File: config.mk
export PLATFORM = sky130hd
export DESIGN_NAME = servo_pwm_multi
export DESIGN_NICKNAME = d
export VERILOG_FILES = /design/src/rtl/motor_pkg.sv /design/src/rtl/servo_chan.sv /design/src/rtl/servo_pwm_multi.sv
export SDC_FILE = /design/constraint.sdc
export NUM_CORES = 1
export LEC_CHECK = 0
export CAP_MARGIN = 20
export CORE_ASPECT_RATIO = 2
export CORE_MARGIN = 10
export CORE_UTILIZATION = 60
export DETAILED_ROUTE_END_ITERATION = 8
export PLACE_DENSITY = 0.8
export RECOVER_POWER = 50
export SLEW_MARGIN = 20
export SYNTH_ARGS = -nofsm -noshare
export SYNTH_HDL_FRONTEND = slang
export SYNTH_HIERARCHICAL = 1
export SYNTH_SLANG_ARGS = --single-unit
File: constraint.sdc
create_clock -name m_clock -period 3.5 [get_ports m_clock]
set_input_delay 1.05 -clock m_clock [delete_from_list [all_inputs] [get_ports m_clock]]
set_output_delay 1.05 -clock m_clock [all_outputs]
set_load 0.02 [all_outputs]
File: src/rtl/motor_pkg.sv
// Shared default constants and helpers for the servo motor drivers.
package motor_pkg;

  localparam int PERIOD_50M   = 1_000_000;
  localparam int SERVO_MIN_W  = 17_500;
  localparam int SERVO_MAX_W  = 57_500;
  localparam int SERVO_INIT_W = 37_500;
  localparam int SERVO_STEP   = 500;

  function automatic logic [31:0] clamp(input logic [31:0] value,
                                        input logic [31:0] lo,
                                        input logic [31:0] hi);
    if (value < lo) return lo;
    if (value > hi) return hi;
    return value;
  endfunction

endpackage

File: src/rtl/servo_chan.sv
// One servo channel: target/current width registers, frame-boundary update and output compare.
// Defining SERVO_PWM_SLEW_EN limits each boundary update to STEP clocks.
module servo_chan
  import motor_pkg::*;
#(
  parameter int CW     = 21,
  parameter int MIN_W  = SERVO_MIN_W,
  parameter int MAX_W  = SERVO_MAX_W,
  parameter int INIT_W = SERVO_INIT_W
`ifdef SERVO_PWM_SLEW_EN
  ,
  parameter int STEP   = SERVO_STEP
`endif
) (
  input  logic          clk,
  input  logic          reset,
  input  logic          enable,
  input  logic [CW-1:0] count,
  input  logic          boundary,
  input  logic          wr_en,
  input  logic [CW-1:0] wr_width,
  output logic          power,
  output logic          busy
);

  localparam logic [CW-1:0] INIT_V = CW'(INIT_W);

  logic [CW-1:0] tgt_w;
  logic [CW-1:0] cur_w;
  logic [CW-1:0] next_w;

  always_comb begin
    next_w = tgt_w;
`ifdef SERVO_PWM_SLEW_EN
    // Differences are taken in the safe direction only, so the step saturates at tgt_w.
    if (tgt_w > cur_w) begin
      if ((tgt_w - cur_w) > CW'(STEP)) next_w = cur_w + CW'(STEP);
    end else if ((cur_w - tgt_w) > CW'(STEP)) begin
      next_w = cur_w - CW'(STEP);
    end
`endif
  end

  always_ff @(posedge clk) begin
    if (reset) begin
      tgt_w <= INIT_V;
      cur_w <= INIT_V;
      power <= 1'b0;
    end else begin
      if (wr_en) tgt_w <= CW'(clamp(32'(wr_width), 32'(MIN_W), 32'(MAX_W)));
      if (boundary) cur_w <= next_w;
      power <= enable && (count < cur_w);
    end
  end

  assign busy = (cur_w != tgt_w);

endmodule

File: src/rtl/servo_pwm_multi.sv
// Multi-channel servo PWM generator: shared frame counter, write port and NCH servo_chan instances.
// Optional slew limiting of width changes is enabled with SERVO_PWM_SLEW_EN.
module servo_pwm_multi
  import motor_pkg::*;
#(
  parameter int NCH    = 2,
  parameter int CW     = 21,
  parameter int PERIOD = PERIOD_50M,
  parameter int MIN_W  = SERVO_MIN_W,
  parameter int MAX_W  = SERVO_MAX_W,
  parameter int INIT_W = SERVO_INIT_W,
  parameter int STEP   = SERVO_STEP
) (
  input  logic                                  m_clock,
  input  logic                                  p_reset,
  input  logic                                  enable,
  input  logic                                  wr_valid,
  output logic                                  wr_ready,
  input  logic [((NCH > 1) ? $clog2(NCH) : 1)-1:0] wr_ch,
  input  logic [CW-1:0]                         wr_width,
  output logic [NCH-1:0]                        power,
  output logic [NCH-1:0]                        busy,
  output logic                                  frame_start
);

  localparam int            CHW  = (NCH > 1) ? $clog2(NCH) : 1;
  localparam logic [CW-1:0] LAST = CW'(PERIOD - 1);

  if (NCH < 1 || NCH > 16 || CW > 32 || (longint'(PERIOD - 1) >> CW) != 0 ||
      MIN_W < 1 || MAX_W >= PERIOD || INIT_W < MIN_W || INIT_W > MAX_W || STEP < 1)
  begin : g_bad_params
    $error("servo_pwm_multi: inconsistent parameter set");
  end

  logic [CW-1:0] count;
  logic [CW-1:0] count_next;
  logic          ready_arm;
  logic          boundary;
  logic          accept;

  always_comb begin
    count_next = '0;
    if (enable && (count != LAST)) count_next = count + CW'(1);
  end

  assign boundary = enable && (count == LAST);
  assign accept   = wr_valid && wr_ready;

  // wr_ready looks one cycle ahead so it is already low during the boundary cycle.
  always_ff @(posedge m_clock) begin
    if (p_reset) begin
      count       <= '0;
      ready_arm   <= 1'b0;
      wr_ready    <= 1'b0;
      frame_start <= 1'b0;
    end else begin
      count       <= count_next;
      ready_arm   <= 1'b1;
      wr_ready    <= ready_arm && (count_next != LAST);
      frame_start <= enable && (count == '0);
    end
  end

  for (genvar i = 0; i < NCH; i++) begin : g_chan
    servo_chan #(
      .CW     (CW),
      .MIN_W  (MIN_W),
      .MAX_W  (MAX_W),
      .INIT_W (INIT_W)
`ifdef SERVO_PWM_SLEW_EN
      ,
      .STEP   (STEP)
`endif
    ) u_chan (
      .clk      (m_clock),
      .reset    (p_reset),
      .enable   (enable),
      .count    (count),
      .boundary (boundary),
      .wr_en    (accept && (wr_ch == CHW'(i))),
      .wr_width (wr_width),
      .power    (power[i]),
      .busy     (busy[i])
    );
  end

endmodule

==> results of run 1 <==
==> per-layer routing <==
layer / vias to the layer above / wire, um / GRT usage, %
li1: 2473 / - / -
met1: 2507 / 6050 / 22.63
met2: 216 / 8485 / 39.09
met3: 78 / 794 / 3.946
met4: 0 / 1028 / 15.57
met5: - / 0 / 0
==> sequential cells by signal, summed over array words and instances (netlist names) <==
signal                count
g_chan.u_chan/power       2
frame_start               1
g_chan.u_chan/next_w     42
g_chan.u_chan/cur_w      42
count                    21
ready_arm                 1
wr_ready                  1
==> Yosys cell counts, drive strengths merged, types with 3 or more instances <==
| master | count |
|---|---|
| a41oi | 7 |
| and3 | 14 |
| inv | 58 |
| xor2 | 17 |
| and2 | 12 |
| nand3 | 15 |
| nand4 | 22 |
| a311oi | 4 |
| a21o | 8 |
| a41o | 8 |
| dfxtp | 110 |
| nand2 | 39 |
| xnor2 | 43 |
| a21oi | 20 |
| ha | 42 |
| a2111oi | 3 |
| nor3 | 25 |
| or3 | 4 |
| o31ai | 3 |
| buf | 3 |
| or4 | 8 |
| o21a | 6 |
| clkbuf | 22 |
| a211oi | 4 |
| nor2b | 8 |
| nor4 | 11 |
| mux2i | 27 |
| o211ai | 18 |
| o21ai | 4 |
| a31o | 6 |
| nor2 | 75 |
==> layout by cell type (no fill, tap or decap), types with 4 or more instances in the layout <==
cell type / count
clkbuf_1: 5
inv_1: 58
nor2_1: 75
xor2_1: 17
buf_4: 7
and3_1: 14
a31o_2: 6
clkdlybuf4s50_1: 26
nor2b_1: 8
o211ai_1: 18
a21o_1: 8
mux2i_1: 27
nand2_1: 39
xnor2_1: 43
nand4_1: 21
ha_1: 42
dlygate4sd3_1: 4
nand3_1: 15
a21oi_1: 20
a41o_1: 8
a211oi_1: 4
a41oi_1: 7
o21ai_0: 4
dfxtp_1: 110
or4_1: 8
nor4_1: 11
nor3_1: 25
and2_0: 9
o21a_1: 6
clkbuf_16: 9
==> how the worst min path moves through the flow <==
stage / from / slack, ns / cells past startpoint / end
2_1_floorplan: ready_arm$_DFF_P_ / 0.41 / 1 / wr_ready$_SDFF_PP0_
3_3_place_gp: ready_arm$_DFF_P_ / 0.42 / 1 / wr_ready$_SDFF_PP0_
3_5_place_dp: ready_arm$_DFF_P_ / 0.42 / 1 / wr_ready$_SDFF_PP0_
4_1_cts: ready_arm$_DFF_P_ / 0.43 / 1 / wr_ready$_SDFF_PP0_
5_1_grt: ready_arm$_DFF_P_ / 0.45 / 1 / wr_ready$_SDFF_PP0_
6_report: ready_arm$_DFF_P_ / 0.43 / 1 / wr_ready$_SDFF_PP0_
==> layout make-up <==
cell class	count	share of cell area (%)
Clock buffer	11	3.755
Clock inverter	5	1.283
Inverter	58	3.235
Multi-Input combinational cell	484	50.92
Sequential cell	110	32.72
Tap cell	132	2.454
Timing Repair Buffer	43	5.633
==> power by group through the flow <==
stage / Combinational (mW) / Sequential [mW] / Clock, mW
final: 0.161 / 1.27 / 1.15
after global routing: 0.171 / 1.27 / 1.20
after CTS: 0.162 / 1.27 / 1.15
after detailed placement: 0.161 / 1.30 / 0
after global placement: 0.159 / 1.30 / 0
after floorplan: 0.0740 / 1.30 / 0
==> through the flow <==
step	power (mW)	setup WS (ns)	instance area, um2	hold WS (ns)	utilization (%)
after floorplan	1.375	0.8518	5982	0.4136	-
after global placement	1.461	0.4319	6446	0.4247	66.03
after detailed placement	1.464	0.4268	6446	0.4244	66.03
after CTS	2.586	0.3233	6785	0.4336	69.50
after global routing	2.647	0.2242	6730	0.4546	68.94
final	2.580	0.3205	6730	0.4348	68.94
==> kinds of logic after synthesis <==
group,Yosys count,share of synthesized area (%)
AOI/OAI and AO/OA,112,14.58
buffers and inverters,83,5.480
xor gates and xnor gates,60,8.785
and+or+nand+nor,243,21.04
adders and majority gates,42,8.785
muxes,27,4.518
DFF,110,36.81
==> results by group, run 1 <==
Timing
  • Setup TNS: 0 ns
  • Hold Fails Final Rpt: 0
  • Slew margin rel.: 45.23%
  • Slew @ Worst Pin: 0.8215 ns
  • Final min period: 3.179 ns
  • Worst Skew: 0.01030 ns
  • RSZ-0062 raised after global routing: no
  • Fmax: 314.5 MHz
  • Crit share post-route: 90.84%
  • Fin. max-slew vios: 0
  • Final setup fails: 0

Power
  • Comb power frac: 6.2%
  • Sw frac: 22.39%
  • Int Power: 2.002 mW
  • Cell area power density: 383.4 mW/mm2
  • Clock power share: 44.4%
  • Static Leak: 2.758 nW
  • IR drop worst, VDD: 0.0004964 V
  • Sequential Power Share: 49.4%
  • Switch Pwr: 0.5778 mW

Status
  • Outcome: finished clean

Synthesis
  • Yosys Warn Count: 6
  • Asr flop ratio synth: 0%
  • Top cells by area, synth: dfxtp_1, ha_1, xnor2_1, nor2_1, mux2i_1
  • Distinct cell type count after synthesis: 57
  • Syn Area/Cell: 8.836 um2
  • Top FF cell, synth: dfxtp_1
  • Seq cells post-synth: 110
  • Post-synth design cell area: 0.005982 mm2
  • Synth Net Count: 745
  • Largest area contributor in the netlist: dfxtp_1
  • Number of synthesized flops with an enable pin: 0
  • Synthesized instance count: 677
  • Sequential-to-total area share from yosys stat: 36.81%
  • Yosys top cell area share: 36.81%

Worst setup path
  • Critical R2R Launch: count[0]$_SDFF_PP0_
  • Most common cell on crit path: nand4_1
  • Worst Setup EP: busy[0]
  • Crit start category: register
  • Worst Setup Path Type: register to output pin
  • Worst-path maximum fanout: 3
  • Worst-path cell chain: xnor2_1, nand4_1, nor4_1, nand4_1, clkdlybuf4s50_1
  • Buf+Inv Stages, Crit Path: 1
  • Req. time, crit path: 2.45 ns
  • R2R setup slack: 0.44 ns
  • Crit-path max cell delay: 0.57 ns
  • Critical path's top delay family: simple AND/OR/NAND/NOR gates
  • RR Endpoint: g_chan[1].u_chan/cur_w[11]$_SDFFE_PP0P_
  • Reg2Reg Depth: 8
  • CP arrival: 2.13 ns
  • Critical path depth: 5
  • Slowest stage cell on the critical path: clkdlybuf4s50_1
  • Critical path endpoint category: output pin
  • Critical Path Start: g_chan[0].u_chan/next_w[18]$_SDFFE_PP0P_

Global routing
  • GRT Resource Usage Total: 22.03%
  • Largest net degree at the start of global routing: 59
  • Antenna violations before repair: 0
  • Global-route wire length before repair: 26.41 mm
  • Grt ovf: 0
  • Vias in the first global route: 5381

Floorplan
  • Num ports: 32
  • Die X: 90.61 um
  • Area of the die: 0.01461 mm2
  • Die Height: 161.2 um
  • Core Area: 0.009763 mm2
  • Rows: 51
  • Initial Utilization: 61.27%

CTS
  • Clk slew on worst S/H paths: 0.08 ns
  • # H-tree levels: 3
  • CTS tree: done
  • Total setup buffers inserted after CTS: 0
  • CTS Buffer Depth: 2
  • CTS sink count: 110
  • # hold bufs at CTS: 0
  • Gates resized, CTS repair: 0
  • CTS buffer count: 9
  • Clock latency on the worst-skew pair: 0.35 ns
  • Root buf cell: clkbuf_16

Routing
  • First DRT Iteration DRCs: 371
  • 1st-pass router iterations: 5
  • DR WL/cell: 19.41 um
  • DRC: 0
  • Antenna viol nets, final: 0
  • Overall routed net length: 16.36 mm
  • Vias per cell: 6.256
  • Via count: 5274

Cells and area
  • Final Non-Filler Cells: 843
  • Register Area: 0.002202 mm2
  • Final nets: 774
  • FILL cells: 774
  • Area grow syn2layout: 12.51%
  • Multi-input logic area: 0.003427 mm2
  • # diodes: 0
  • Share of layout cells above drive strength 1: 5.485%

Place
  • DP Cell Count: 827
  • GP Congestion: 0.9341
  • PortBufs: 31
  • DP Wirelength: 12.19 mm

Run
  • Max Cap Viol: 0

Worst hold path
  • Tightest Hold Check Type: register to register
Power figures use the tool's default switching activity.
==> inputs of run 2 (changes only) <==
Settings changed: SKIP_LAST_GASP set to 1.
==> results of run 2 <==
The final DEF is identical to that of run 1; final timing and power are the same.
==> inputs of run 3 (changes only) <==
Clock period 3.5 ns to 4.01 ns, I/O delays scaled along.
==> run 3 against run 2 <==
Compared with the run above:
- first-iteration DRC count down 6.7%
- critical path type is now register to register
- clock skew down 0.0027 ns
- setup slack better by 0.26 ns
- critical endpoint is now g_chan[1].u_chan/cur_w[16]$_SDFFE_PP0P_
- highest routed layer unchanged
==> results by group, run 3 (synthesis results as in run 1) <==
Status
  • Outcome: finished clean

Routing
  • DRC: 0 (unchanged)
  • Overall routed net length: 16.04 mm (-2.0%)
  • Via count: 5193 (-1.5%)
  • 1st-pass router iterations: 5 (unchanged)
  • DR WL/cell: 19.13 um (-1.4%)
  • First DRT Iteration DRCs: 346 (-6.7%)
  • Antenna viol nets, final: 0 (unchanged)
  • Vias per cell: 6.197 (-0.95%)

Worst setup path
  • Crit start category: register
  • Req. time, crit path: 4.20 ns (+1.75 ns)
  • R2R setup slack: 0.58 ns (+0.14 ns)
  • Critical R2R Launch: count[0]$_SDFF_PP0_
  • Reg2Reg Depth: 8 (unchanged)
  • Worst-path cell chain: ha_1, and4_1, nand2_1, nor4_1, and2_2, clkbuf_2, mux2i_1, nor2_1
  • Crit-path max cell delay: 1.03 ns (+0.46 ns)
  • CP arrival: 3.62 ns (+1.49 ns)
  • Slowest stage cell on the critical path: clkbuf_2
  • RR Endpoint: g_chan[1].u_chan/cur_w[16]$_SDFFE_PP0P_
  • Worst-path maximum fanout: 58 (+55)
  • Worst Setup Path Type: register to register
  • Critical path endpoint category: register

Cells and area
  • Final nets: 769 (-0.65%)
  • # diodes: 0 (unchanged)
  • Share of layout cells above drive strength 1: 5.241% (-0.24 points)
  • Final Non-Filler Cells: 838 (-0.59%)
  • Commonest non-fill, non-tap cells in the layout: dfxtp_1, nor2_1, inv_1
  • Fin util: 68.46% (-0.47 points)
  • Most common cell after layout, fill and taps aside: dfxtp_1
  • FILL cells: 778 (+0.52%)
  • Area grow syn2layout: 11.73%

Power
  • IR drop worst, VDD: 0.0003485 V (-30%)
  • Static Leak: 2.731 nW (-0.96%)
  • Cell area power density: 330.1 mW/mm2 (-14%)

Place
  • GP Congestion: 0.9746 (+4.3%)
  • DP Cell Count: 822 (-0.60%)
  • DP Wirelength: 12.00 mm (-1.6%)
  • PortBufs: 31 (unchanged)

Timing
  • Final min period: 3.432 ns
  • Slew margin rel.: 2.876% (-42 points)
  • Crit share post-route: 85.59%
  • Hold Fails Final Rpt: 0 (unchanged)
  • Final setup fails: 0 (unchanged)
  • RSZ-0062 raised after global routing: no
  • Fin. max-slew vios: 0 (unchanged)
  • Worst Skew: 0.007576 ns (-0.002723 ns)
  • Slew @ Worst Pin: 1.457 ns (+0.6353 ns)
  • Hold slack: 0.4846 ns (+0.04971 ns)
  • Fmax: 291.4 MHz
  • Setup TNS: 0 ns (unchanged)

Worst hold path
  • Hold Path Stages: 1 (unchanged)
  • Hold_sp: ready_arm$_DFF_P_
  • Tightest Hold Check Type: register to register
  • Hold path endpoint: wr_ready$_SDFF_PP0_

CTS
  • CTS tree: done
  • CTS Buffer Depth: 2 (unchanged)
  • Clk slew on worst S/H paths: 0.07 ns (about the same)
  • Root buf cell: clkbuf_16
  • CTS sink count: 110 (unchanged)
  • # H-tree levels: 3 (unchanged)
  • # hold bufs at CTS: 0 (unchanged)
  • Gates resized, CTS repair: 0 (unchanged)
  • CTS buffer count: 9 (unchanged)
  • Clock latency on the worst-skew pair: 0.35 ns (about the same)
  • Total setup buffers inserted after CTS: 0 (unchanged)

Floorplan
  • Die Height: 161.2 um (unchanged)
  • Initial Utilization: 61.27% (unchanged)
  • Rows: 51 (unchanged)
  • Die X: 90.61 um (unchanged)
  • Num ports: 32 (unchanged)
  • Core Area: 0.009763 mm2 (unchanged)
  • Area of the die: 0.01461 mm2 (unchanged)

Global routing
  • Largest net degree at the start of global routing: 59 (unchanged)
  • Grt ovf: 0 (unchanged)
  • Global-route wire length before repair: 25.98 mm (-1.6%)
  • Antenna violations before repair: 0 (unchanged)
  • Vias in the first global route: 5359 (-0.41%)
  • GRT Resource Usage Total: 21.68% (-0.34 points)

Run
  • Max Cap Viol: 0 (unchanged)
==> run 3: changes by cell type in the layout (fill, tap and decap cells not counted), sizes merged <==
cell / previous run / this run
dlygate4sd3: 4 / 5
clkinv: 1 / 2
buf: 7 / 4
clkbuf: 17 / 13
clkdlybuf4s50: 26 / 25
clkinvlp: 0 / 1
==> run 3: worst max-delay path by stage <==
stage	start	end	cells past startpoint
after floorplan	wr_width[18]	g_chan[0].u_chan/next_w[12]$_SDFFE_PP1P_	5
after global placement	wr_width[18]	g_chan[0].u_chan/next_w[5]$_SDFFE_PP1P_	5
after detailed placement	wr_width[18]	g_chan[0].u_chan/next_w[5]$_SDFFE_PP1P_	5
after CTS	g_chan[1].u_chan/next_w[15]$_SDFFE_PP1P_	busy[1]	5
after global routing	count[0]$_SDFF_PP0_	g_chan[1].u_chan/cur_w[8]$_SDFFE_PP0P_	8
final	count[0]$_SDFF_PP0_	g_chan[1].u_chan/cur_w[16]$_SDFFE_PP0P_	8
==> run 3: layer usage <==
metal,routed length [um],GRT usage (%),up-vias
met5,0,0,-
met4,717,13.68,0
met3,683,3.714,59
met2,8563,39.19,197
met1,6070,22.42,2476
li1,-,-,2461
==> run 3: final cells by class <==
class	instances	area [um2]	area share, %
Sequential cell	110	2202	32.95
Timing Repair Buffer	38	347.8	5.204
Tap cell	132	165.2	2.471
Multi-Input combinational cell	484	3431	51.33
Inverter	58	217.7	3.257
Clock inverter	7	95.09	1.423
Clock buffer	9	225.2	3.370
==> run 3: critical path: cells and delay by family (launching register included) <==
| family | cells | cell delay, ns |
|---|---|---|
| muxes | 1 | 0.30 |
| and+or+nand+nor | 5 | 1.06 |
| buffers and inverters | 1 | 1.03 |
| DFF | 1 | 0.52 |
| adders and majority gates | 1 | 0.29 |
==> run 3: per-stage QoR <==
| stage | worst slack, ns | cell area (um2) | power, mW |
|---|---|---|---|
| floorplan | 1.209 | 5982 | 1.200 |
| global placement | 0.7769 | 6396 | 1.274 |
| detailed placement | 0.7685 | 6396 | 1.278 |
| CTS | 0.5854 | 6716 | 2.214 |
| global route | 0.3648 | 6684 | 2.264 |
| finish | 0.5779 | 6684 | 2.206 |
==> run 3: power breakdown <==
part | leakage, nW | switching (mW) | internal, mW
Sequential | 0.890 | 0.00979 | 1.10
Combinational | 1.69 | 0.0840 | 0.0571
Clock | 0.156 | 0.404 | 0.550
